==> src/rtl/packetizer.sv <==
// Packetizer: turns a message descriptor plus payload words into head/body/tail
// flits for the router local port and discards descriptors that cannot be routed.
module packetizer #(
  parameter logic [3:0] Addr = 4'b0000
) (
  input  logic        clk,
  input  logic        rst,
  input  logic        enable,
  input  logic        msg_valid,
  output logic        msg_ready,
  input  logic [3:0]  msg_dest,
  input  logic [3:0]  msg_len,
  input  logic        pay_valid,
  output logic        pay_ready,
  input  logic [29:0] pay_data,
  output logic [31:0] flit_out,
  output logic        flit_valid,
  input  logic        flit_ready,
  output logic [1:0]  flit_type,
  output logic        drop_err
);

  typedef enum logic [1:0] {IDLE, HEAD, PAYLOAD, DROP} state_e;

  localparam logic [1:0] FT_HEAD = 2'b01;
  localparam logic [1:0] FT_BODY = 2'b10;
  localparam logic [1:0] FT_TAIL = 2'b11;

  state_e      state_q, state_d;
  logic [5:0]  seq_q, seq_d;
  logic [3:0]  rem_q, rem_d;
  logic [31:0] flit_q, flit_d;
  logic        flit_valid_q, flit_valid_d;
  logic        drop_q, drop_d;

  logic out_free, msg_acc, pay_acc, flit_taken, dest_bad, last_word;

  // The output register can take a new flit if it is empty or being drained now.
  assign out_free   = !flit_valid_q || flit_ready;
  assign flit_taken = enable && flit_valid_q && flit_ready;
  assign msg_ready  = enable && (state_q == IDLE) && out_free;
  assign pay_ready  = enable && ((state_q == DROP) ||
                                 (((state_q == HEAD) || (state_q == PAYLOAD)) && out_free));
  assign msg_acc    = msg_valid && msg_ready;
  assign pay_acc    = pay_valid && pay_ready;
  assign last_word  = (rem_q == 4'd1);
  assign dest_bad   = (msg_dest[3:2] == 2'd3) || (msg_dest[1:0] == 2'd3) || (msg_dest == Addr);

  always_comb begin
    // NOTE: every next-state value gets a default first so no path leaves it
    // unassigned; a missing default here would infer a latch.
    state_d      = state_q;
    seq_d        = seq_q;
    rem_d        = rem_q;
    flit_d       = flit_q;
    flit_valid_d = flit_valid_q;
    drop_d       = drop_q;

    if (enable) begin
      drop_d = 1'b0;
      if (flit_taken) begin
        flit_valid_d = 1'b0;
        if (flit_q[31:30] == FT_HEAD) seq_d = seq_q + 6'd1;
      end

      case (state_q)
        IDLE: begin
          if (msg_acc) begin
            if (msg_len == 4'd0) begin
              drop_d = 1'b1;
            end else if (dest_bad) begin
              drop_d  = 1'b1;
              rem_d   = msg_len;
              state_d = DROP;
            end else begin
              flit_d       = {FT_HEAD, msg_dest, Addr, msg_len, seq_q, 12'h000};
              flit_valid_d = 1'b1;
              rem_d        = msg_len;
              state_d      = HEAD;
            end
          end
        end
        HEAD, PAYLOAD: begin
          // A load overrides the clear above, so a take plus load keeps valid high.
          if (pay_acc) begin
            flit_d       = {(last_word ? FT_TAIL : FT_BODY), pay_data};
            flit_valid_d = 1'b1;
            rem_d        = rem_q - 4'd1;
            state_d      = last_word ? IDLE : PAYLOAD;
          end
        end
        DROP: begin
          if (pay_acc) begin
            rem_d = rem_q - 4'd1;
            if (last_word) state_d = IDLE;
          end
        end
        default: state_d = IDLE;
      endcase
    end
  end

  // NOTE: state registers use non-blocking assignments so every flop samples
  // the values from before the edge, independent of statement order.
  always_ff @(posedge clk) begin
    if (rst) begin
      state_q      <= IDLE;
      seq_q        <= '0;
      rem_q        <= '0;
      flit_q       <= '0;
      flit_valid_q <= 1'b0;
      drop_q       <= 1'b0;
    end else begin
      state_q      <= state_d;
      seq_q        <= seq_d;
      rem_q        <= rem_d;
      flit_q       <= flit_d;
      flit_valid_q <= flit_valid_d;
      drop_q       <= drop_d;
    end
  end

  assign flit_out   = flit_q;
  assign flit_valid = flit_valid_q;
  assign flit_type  = flit_q[31:30];
  assign drop_err   = drop_q;

endmodule
==> config.mk <==
export PLATFORM = sky130hd
export DESIGN_NAME = packetizer
export DESIGN_NICKNAME = d
export VERILOG_FILES = /design/src/rtl/packetizer.sv
export SDC_FILE = /design/constraint.sdc
export NUM_CORES = 1
export LEC_CHECK = 0
export BUFFER_PORTS_ARGS = -buffer_cell sky130_fd_sc_hd__buf_4
export CAP_MARGIN = 25
export CORE_ASPECT_RATIO = 1.75
export CORE_MARGIN = 2
export CORE_UTILIZATION = 40
export CTS_CLUSTER_DIAMETER = 100
export DETAILED_ROUTE_END_ITERATION = 10
export GPL_TIMING_DRIVEN = 0
export PLACE_DENSITY = 0.75
export SLEW_MARGIN = 25
export SYNTH_ARGS = -nofsm -noshare
export SYNTH_HDL_FRONTEND = slang
export SYNTH_SLANG_ARGS = --single-unit
export TNS_END_PERCENT = 30
==> constraint.sdc <==
create_clock -name clk -period 2.31 [get_ports clk]
set_clock_uncertainty 0.15 [all_clocks]
set_input_delay 0.462 -clock clk [delete_from_list [all_inputs] [get_ports clk]]
set_output_delay 0.462 -clock clk [all_outputs]
set_load 0.005 [all_outputs]
==> results of run 1 <==
what timing repair did:
action / 4_1_cts / 5_1_grt
resized for setup: 9 / 6
gates cloned: 0 / 0
endpoints found under the setup margin: 15 / 8
stage by stage:
stage	hold WS, ps	cell area (um^2)	util	TNS, ps	total power, W
after detailed placement	320	3270	0.529	-3100	0.00289
after global routing	276	3420	0.553	0	0.00383
final	275	3420	0.553	0	0.00361
after floorplan	299	2570	-	0	0.00230
after CTS	263	3410	0.552	0	0.00359
after global placement	310	3270	0.529	-2130	0.00284
flip-flops by register name, indices dropped and copies added (netlist names):
| name | count |
|---|---|
| seq_q | 6 |
| rem_q | 4 |
| drop_err | 1 |
| state_q | 2 |
| flit_valid | 1 |
| flit_out | 32 |
routing by layer:
layer / vias to the layer above / global-route usage / part of all wire
met3: 11 / 0.0328 / 0.040
met4: 0 / 0.100 / 0.025
met1: 1108 / 0.216 / 0.38
met5: - / 0 / 0
met2: 65 / 0.375 / 0.55
li1: 1157 / - / -
how the worst max path moves through the flow:
stage / startpoint / to / slack [ps] / cells past startpoint
after floorplan: state_q[0] / pay_ready / 210 / 6
final: state_q[1] / pay_ready / 90 / 7
after global routing: state_q[1] / pay_ready / 20 / 7
after global placement: state_q[0] / pay_ready / -260 / 7
after CTS: state_q[0] / pay_ready / 20 / 7
after detailed placement: state_q[0] / flit_out[18] / -310 / 6
kinds of logic after synthesis:
kind of cell               count (synthesis)  share of synthesized area
and+or+nand+nor                           83                      0.195
AOI/OAI and AO/OA                         66                      0.214
DFF                                       46                      0.359
muxes                                     32                      0.125
buffers and inverters                     29                     0.0566
adders and majority gates                  7                     0.0341
xor gates and xnor gates                   5                     0.0171
worst reg2reg max path: stages (launching register included):
cell     delay [ps]
dfxtp_2         360
inv_1            90
ha_4            190
nor2b_1         240
a41oi_4         100
nor3_2          460
buf_6           240
mux2i_1         190
Yosys cell counts, types with 8 or more instances:
cell type  instances  area [um^2]
mux2i_1           32          320
nand2_1            9         33.8
a211oi_2          15          188
dfxtp_1           46          921
nand2b_1          20          125
clkbuf_1          12         45.0
nor2_1             9         33.8
a21oi_1            8         40.0
nand3b_1          16          120
a31oi_1           17          106
power by group through the flow:
stage / sequential (W) / clock (W) / combinational, W
after floorplan: 0.00107 / 0 / 0.00123
after global placement: 0.00108 / 0 / 0.00176
after detailed placement: 0.00108 / 0 / 0.00181
after CTS: 0.00107 / 0.000629 / 0.00189
after global routing: 0.00109 / 0.000651 / 0.00209
final: 0.00108 / 0.000611 / 0.00192
final cells by class:
type,count,area (um^2)
Buffer,22,143
Clock buffer,6,72.6
Clock inverter,2,37.5
Fill cell,572,2760
Inverter,7,26.3
Multi-Input combinational cell,193,1510
Sequential cell,46,926
Tap cell,80,100
Timing Repair Buffer,80,601
==> results.ini, run 1 <==
[placement]
gp_congestion = 0.778
preCtsSetupSlack_ps = -314
hpwl_um = 5340
dp_cells = 428
numPortBuffers = 80

[floorplan]
row_count = 38
start_util = 0.415
dieArea_um2 = 7100
die_x_um = 64.5
coreArea_um2 = 6180
io_pins = 82
die_h_um = 110

[worst_setup_path]
r2r_start = state_q[1]
cp_top_family = buffers and inverters
critPathBufInv = 4
cp_data_required_time_ps = 1700
crit_path_end_kind = primary output
slowest_delay_ps = 360
worstRegToRegCells = 7
worstPathCellList = inv_1 > ha_4 > buf_8 > buf_8 > a21oi_1 > nor2_1 > buf_4
rrSetupSlack_ps = 220
cp.arrival_ps = 1610
critPathLaunchType = flop
crit_type = reg2out
worst-path-max-fanout = 10
critical-path-slowest-cell = dfxtp_2
r2r_end = flit_out[22]
cpMostUsedCell = buf_8

[sta]
period_share = 0.963
min_period_ps = 2220
fmax_mhz = 450
setup_violations = 0
drv_slew = 0
rsz0062_at_grt = false
hold_violations = 0
fin_ws_ps = 85.6
tightest_slew_ps = 668
maxSlewHeadroom = 0.555

[logic_synthesis]
ys_ff_latch = 46
synth.avg_cell_area_um2 = 9.58
synth_ff_type = dfxtp_1
syn_area_um2 = 2570
synth_cell_types = 45
synth_nets = 319
ys_warn_count = 0
synth_cells = 268
synth-edff-count = 0
ys_async_sr_fraction = 0
ys_seq_area_frac = 0.359

[clock_network]
postCtsSetupRepairBufs = 0
insertion_delay_ps = 310
cts_tree = done
root_buffer = clkbuf_8
tritoncts.num_buffers = 5
cts_max_path_buffers = 2
clkTransAtPathRegs_ps = 90
cts_hold_buf = 0
htreeDepth = 2
cts_num_sinks = 46

[pwr]
vdd_ir_drop_max_v = 0.000512
clockPowerShare = 0.169
pwr-share-seq = 0.298
p_per_area_nw_per_um2 = 1060
internal_power_w = 0.00218
leakage_nw = 1.34
p_sw_frac = 0.397
switchingPower_w = 0.00143
power_frac_comb = 0.533

[global_routing]
antenna_found_initial = 0
grt_pass1_wl_um = 11200
grt_overflow = 0
grtUsageTotal = 0.201
grt_max_degree = 15
grt_pass1_vias = 2352

[status]
status = completed

[run]
maxCapViolCount = 0

[worst_hold_path]
hold_path_end = flit_out[2]
hp-start = pay_data[2]
min_path_type = in2reg
holdPathStages = 3

[layout]
area_growth_pct = 33.2
final_common_cell = buf_4
n_antenna_cell = 0
final_cells = 436
mostFrequentLayoutCells = 82 x buf_4, 44 x dfxtp_1, 32 x mux2i_1, 20 x nand2b_1, 17 x a31oi_1
layout.nets = 406
drive_gt1_frac = 0.348

[detailed_routing]
drt_iter0_drc = 131
wirelength_um = 6930
ant_nets = 0
num_vias = 2341
avgViaCountPerCell = 5.37
dr.pass1.iters = 4
drc_errors = 0
wl_per_cell_um = 15.9

(Power assumes the default switching activity.)
==> inputs of run 2 (changes only) <==
--- a/config.mk
+++ b/config.mk
@@ -10,9 +10,9 @@
 export CORE_ASPECT_RATIO = 1.75
 export CORE_MARGIN = 2
 export CORE_UTILIZATION = 40
+export CTS_BUF_LIST = sky130_fd_sc_hd__clkbuf_8
 export CTS_CLUSTER_DIAMETER = 100
 export DETAILED_ROUTE_END_ITERATION = 10
-export GPL_TIMING_DRIVEN = 0
 export PLACE_DENSITY = 0.75
 export SLEW_MARGIN = 25
 export SYNTH_ARGS = -nofsm -noshare
==> run 2 against run 1 <==
Net effect: sequential cell count is the same; final cell count shrank 2.1%; sequential share of layout area is essentially flat; combinational power shrank 4%.
==> results.ini, run 2 (synthesis gave the netlist of run 1 again) <==
[clock_network]
cts_max_path_buffers = 2  ; unchanged
htreeDepth = 2  ; unchanged
postCtsSetupRepairBufs = 0  ; unchanged
cts_num_sinks = 46  ; unchanged
clkTransAtPathRegs_ps = 90  ; about the same
cts_tree = done
cts_resized = 0  ; -9
cts_hold_buf = 0  ; unchanged
tritoncts.num_buffers = 5  ; unchanged
root_buffer = clkbuf_8
insertion_delay_ps = 310  ; about the same

[placement]
dp_cells = 418  ; -2.3%
gp_congestion = 0.818  ; +5.1%
hpwl_um = 4870  ; -8.6%
numPortBuffers = 81  ; +1.3%

[worst_hold_path]
min_path_type = in2reg

[floorplan]
row_count = 38  ; unchanged
io_pins = 82  ; unchanged
die_x_um = 64.5  ; unchanged
start_util = 0.415  ; unchanged
dieArea_um2 = 7100  ; unchanged
die_h_um = 110  ; unchanged
coreArea_um2 = 6180  ; unchanged

[global_routing]
antenna_found_initial = 0  ; unchanged
grt_max_degree = 56  ; +41
grtUsageTotal = 0.189  ; -0.0119
grt_overflow = 0  ; unchanged
grt_pass1_vias = 2266  ; -3.7%
grt_pass1_wl_um = 10500  ; -6.1%

[worst_setup_path]
critPathLaunchType = flop
crit_type = reg2reg
cp_data_required_time_ps = 2390  ; +690 ps
critical-path-slowest-cell = ha_1
worst-path-max-fanout = 16  ; +6
cp.arrival_ps = 2250  ; +640 ps
crit_path_end_kind = flop
slowest_delay_ps = 410  ; +50 ps
worstPathCellList = inv_1 > ha_1 > nor2b_1 > a31oi_1 > buf_4 > nor3_4 > buf_12 > mux2i_1

[layout]
final_util = 0.549  ; -0.00385
drive_gt1_frac = 0.349  ; +0.000389
mostFrequentLayoutCells = 91 x buf_4, 46 x dfxtp_1, 32 x mux2i_1, 20 x nand2b_1, 17 x a31oi_1
area_growth_pct = 32.3
final_cells = 427  ; -2.1%
n_antenna_cell = 0  ; unchanged
fill_cells = 576  ; +0.70%
layout.nets = 397  ; -2.2%
largest_reg_flops = 32  ; unchanged
final_common_cell = buf_4

[sta]
drv_slew = 0  ; unchanged
fmax_mhz = 461  ; +2.5%
maxSlewHeadroom = 0.669  ; +0.114
tightest_slew_ps = 497  ; -171 ps
setup_violations = 0  ; unchanged
period_share = 0.939  ; -0.0236
min_period_ps = 2170  ; -54.6 ps
hold_violations = 0  ; unchanged

[pwr]
leakage_nw = 1.34  ; about the same
vdd_ir_drop_max_v = 0.000481  ; -6.0%
p_per_area_nw_per_um2 = 1040  ; -1.4%

[detailed_routing]
ant_nets = 0  ; unchanged
avgViaCountPerCell = 5.52  ; +2.8%
wl_per_cell_um = 15.6  ; -1.7%
num_vias = 2358  ; +0.73%
drt_iter0_drc = 90  ; -31%
drc_errors = 0  ; unchanged
dr.pass1.iters = 4  ; unchanged
wirelength_um = 6670  ; -3.7%

[status]
status = completed

[run]
maxCapViolCount = 0  ; unchanged

run 2: cell count changes in the layout (fill, tap and decap cells not counted), sizes merged:
| cell | change |
|---|---|
| clkbuf | -10 |
| clkinv | +1 |
| clkinvlp | -1 |
| inv | +1 |
run 2: worst paths after layout:
kind / start / end / slack, ps / depth (start not counted)
max reg2reg: state_q[1] / flit_out[11] / 140 / 8
max: state_q[1] / flit_out[11] / 140 / 8
min reg2reg: flit_out[5] / flit_out[5] / 330 / 2
min: pay_data[6] / flit_out[6] / 280 / 3
run 2: area by class of cell:
class / count / area [um^2] / area share
clock inverters: 3 / 43.8 / 0.0129
repair buffers: 93 / 728 / 0.215
flip-flops and latches: 46 / 921 / 0.271
clock buffers: 5 / 68.8 / 0.0203
multi-input cells: 193 / 1510 / 0.444
inverters: 7 / 26.3 / 0.00774
well taps: 80 / 100 / 0.0295
run 2: critical path: cells and delay by family, from the launching register on:
kind,cells,cell delay (ps)
mux,1,200
buf+inv,3,450
flops,1,390
simple gates,2,450
compound gates,1,60
fa+ha+maj,1,410
run 2: per-layer routing:
| layer | share of wire | global-route usage | up-vias |
|---|---|---|---|
| met5 | 0 | 0 | - |
| met4 | 0.026 | 0.0927 | 0 |
| met3 | 0.039 | 0.0338 | 13 |
| met2 | 0.56 | 0.356 | 58 |
| met1 | 0.37 | 0.199 | 1148 |
| li1 | - | - | 1139 |
run 2: metrics by stage:
stage / setup TNS [ps] / cell area [um^2] / setup slack, ps / hold WS [ps] / total power (W)
3_3_place_gp: 0 / 3260 / 122 / 310 / 0.00287
4_1_cts: 0 / 3370 / 155 / 270 / 0.00352
2_1_floorplan: 0 / 2570 / 207 / 299 / 0.00230
5_1_grt: -34.9 / 3390 / -26.0 / 275 / 0.00375
3_5_place_dp: 0 / 3260 / 118 / 317 / 0.00289
6_report: 0 / 3390 / 140 / 280 / 0.00353
run 2: where the power goes:
group / switching (W) / internal, W
clock: 0.000296 / 0.000325
combinational: 0.000972 / 0.000867
sequential: 0.000125 / 0.000946
total: 0.00139 / 0.00214
==> inputs of run 3 (changes only) <==
--- a/config.mk
+++ b/config.mk
@@ -5,6 +5,7 @@
 export SDC_FILE = /design/constraint.sdc
 export NUM_CORES = 1
 export LEC_CHECK = 0
+export ABC_CLOCK_PERIOD_IN_PS = 2310
 export BUFFER_PORTS_ARGS = -buffer_cell sky130_fd_sc_hd__buf_4
 export CAP_MARGIN = 25
 export CORE_ASPECT_RATIO = 1.75
@@ -14,6 +15,7 @@
 export CTS_CLUSTER_DIAMETER = 100
 export DETAILED_ROUTE_END_ITERATION = 10
 export PLACE_DENSITY = 0.75
+export SETUP_SLACK_MARGIN = 0.2
 export SLEW_MARGIN = 25
 export SYNTH_ARGS = -nofsm -noshare
 export SYNTH_HDL_FRONTEND = slang
==> run 3 against run 2 <==
Net effect: critical path depth did not move; clock power barely moved; highest routed layer unchanged; power rose by 3.2%; worst setup slack improved by 150 ps; non-clock buffer count rose by 3; global-route usage did not move; via count rose by 0.72%; sequential cell count did not move.
==> results.ini, run 3 (synthesis gave the netlist of run 1 again) <==
[status]
status = completed

[layout]
fin_area_um2 = 3460  ; +1.8%
n_antenna_cell = 0  ; unchanged
final_cells = 430  ; +0.70%
largest_reg_flops = 32  ; unchanged
final_common_cell = buf_4
mostFrequentLayoutCells = 93 x buf_4, 44 x dfxtp_1, 32 x mux2i_1, 20 x nand2b_1, 17 x a31oi_1
layout.nets = 400  ; +0.76%
fill_cells = 570  ; -1.0%
area_growth_pct = 34.7
drive_gt1_frac = 0.369  ; +0.0199
final_util = 0.559  ; +0.0101

[sta]
fmax_mhz = 494  ; +7.2%
rsz0062_at_grt = false
drv_slew = 0  ; unchanged
maxSlewHeadroom = 0.670  ; +0.00128
tightest_slew_ps = 495  ; -1.92 ps
period_share = 0.876  ; -0.0630
hold_violations = 0  ; unchanged
whs_ps = 281  ; +1.68 ps
tns_ps = 0  ; unchanged
min_period_ps = 2020  ; -146 ps
setup_violations = 0  ; unchanged

[global_routing]
grt_pass1_vias = 2265  ; -0.044%
grt_max_degree = 56  ; unchanged
grt_overflow = 0  ; unchanged
antenna_found_initial = 0  ; unchanged
grt_pass1_wl_um = 10500  ; unchanged
grtUsageTotal = 0.189  ; unchanged

[detailed_routing]
wl_per_cell_um = 15.8  ; +0.87%
ant_nets = 0  ; unchanged
num_vias = 2375  ; +0.72%
drt_iter0_drc = 82  ; -8.9%
dr.pass1.iters = 4  ; unchanged
wirelength_um = 6770  ; +1.6%
drc_errors = 0  ; unchanged
avgViaCountPerCell = 5.52  ; about the same

[worst_setup_path]
critical-path-slowest-cell = or4_1
cp_data_required_time_ps = 2400  ; about the same
worstPathCellList = buf_4 > or4_1 > a31oi_1 > buf_4 > nor3_4 > buf_4 > clkbuf_16 > a211oi_2
slowest_delay_ps = 610  ; +200 ps
crit_path_end_kind = flop
rrSetupSlack_ps = 290  ; +150 ps
cpMostUsedCell = buf_4
r2r_end = flit_out[20]
worstRegToRegCells = 9  ; +1
critPathLaunchType = input pin
crit_type = in2reg
cp.arrival_ps = 2110  ; -140 ps
worst-path-max-fanout = 15  ; -1
r2r_start = state_q[1]

[floorplan]
row_count = 38  ; unchanged
io_pins = 82  ; unchanged
coreArea_um2 = 6180  ; unchanged
start_util = 0.415  ; unchanged
die_x_um = 64.5  ; unchanged
die_h_um = 110  ; unchanged
dieArea_um2 = 7100  ; unchanged

[run]
maxCapViolCount = 0  ; unchanged

[placement]
hpwl_um = 4870  ; unchanged
placed_cell_area_um2 = 3260  ; unchanged
gp_congestion = 0.818  ; unchanged
dp_cells = 418  ; unchanged
numPortBuffers = 81  ; unchanged

[pwr]
vdd_ir_drop_max_v = 0.000486  ; +1.0%
p_per_area_nw_per_um2 = 1050  ; +1.3%
leakage_nw = 1.36  ; +1.9%

[clock_network]
insertion_delay_ps = 310  ; about the same
root_buffer = clkbuf_8
cts_num_sinks = 46  ; unchanged
tritoncts.num_buffers = 5  ; unchanged
cts_hold_buf = 0  ; unchanged
cts_max_path_buffers = 2  ; unchanged
clkTransAtPathRegs_ps = 100  ; about the same
htreeDepth = 2  ; unchanged
cts_tree = done

[worst_hold_path]
holdPathStages = 3  ; unchanged
min_path_type = in2reg
hp-start = pay_data[25]
hold_path_end = flit_out[25]

-- run 3: per-stage QoR --
| stage | power (W) | setup WS, ps |
|---|---|---|
| 6_report | 0.00364 | 286 |
| 2_1_floorplan | 0.00230 | 207 |
| 4_1_cts | 0.00352 | 155 |
| 3_5_place_dp | 0.00289 | 118 |
| 3_3_place_gp | 0.00287 | 122 |
| 5_1_grt | 0.00386 | 147 |
-- run 3: worst max-delay path by stage --
stage                            from           end  depth (start not counted)
final                     msg_dest[3]  flit_out[19]                          8
after global routing       state_q[1]  flit_out[22]                          9
after CTS                  state_q[0]  flit_out[11]                          8
after detailed placement  msg_dest[3]  flit_out[19]                          7
after global placement    msg_dest[3]  flit_out[27]                          7
after floorplan            state_q[0]     pay_ready                          6
-- run 3: area by class of cell --
| cell class | count | area [um^2] | share of cell area |
|---|---|---|---|
| Tap cell | 80 | 100 | 0.0290 |
| Inverter | 7 | 26.3 | 0.00760 |
| Clock buffer | 5 | 68.8 | 0.0199 |
| Clock inverter | 3 | 43.8 | 0.0127 |
| Sequential cell | 46 | 923 | 0.267 |
| Multi-Input combinational cell | 193 | 1530 | 0.442 |
| Timing Repair Buffer | 96 | 768 | 0.222 |
-- run 3: layer usage --
layer  GRT usage  wire length [um]  vias to the layer above
li1            -                 -                     1145
met5           0                 0                        -
met4      0.0927               170                        0
met2       0.356              3860                       54
met1       0.199              2500                     1164
met3      0.0338               237                       12
-- run 3: timing repair --
action	CTS	global route
pin swaps	0	1
setup buffers	0	2
gates resized for setup	0	6
endpoints found under the setup margin	19	34
gates cloned	0	2
-- run 3: critical path, delay by kind of cell --
family / cells / cell delay (ps)
AOI/OAI and AO/OA: 2 / 390
and+or+nand+nor: 2 / 650
buffers and inverters: 4 / 610
-- run 3: power breakdown --
| group | total [W] | switching, W | internal (W) |
|---|---|---|---|
| Sequential | 0.00107 | 0.000125 | 0.000949 |
| Combinational | 0.00195 | 0.00100 | 0.000945 |
| Clock | 0.000620 | 0.000296 | 0.000325 |
| Total | 0.00364 | 0.00142 | 0.00222 |
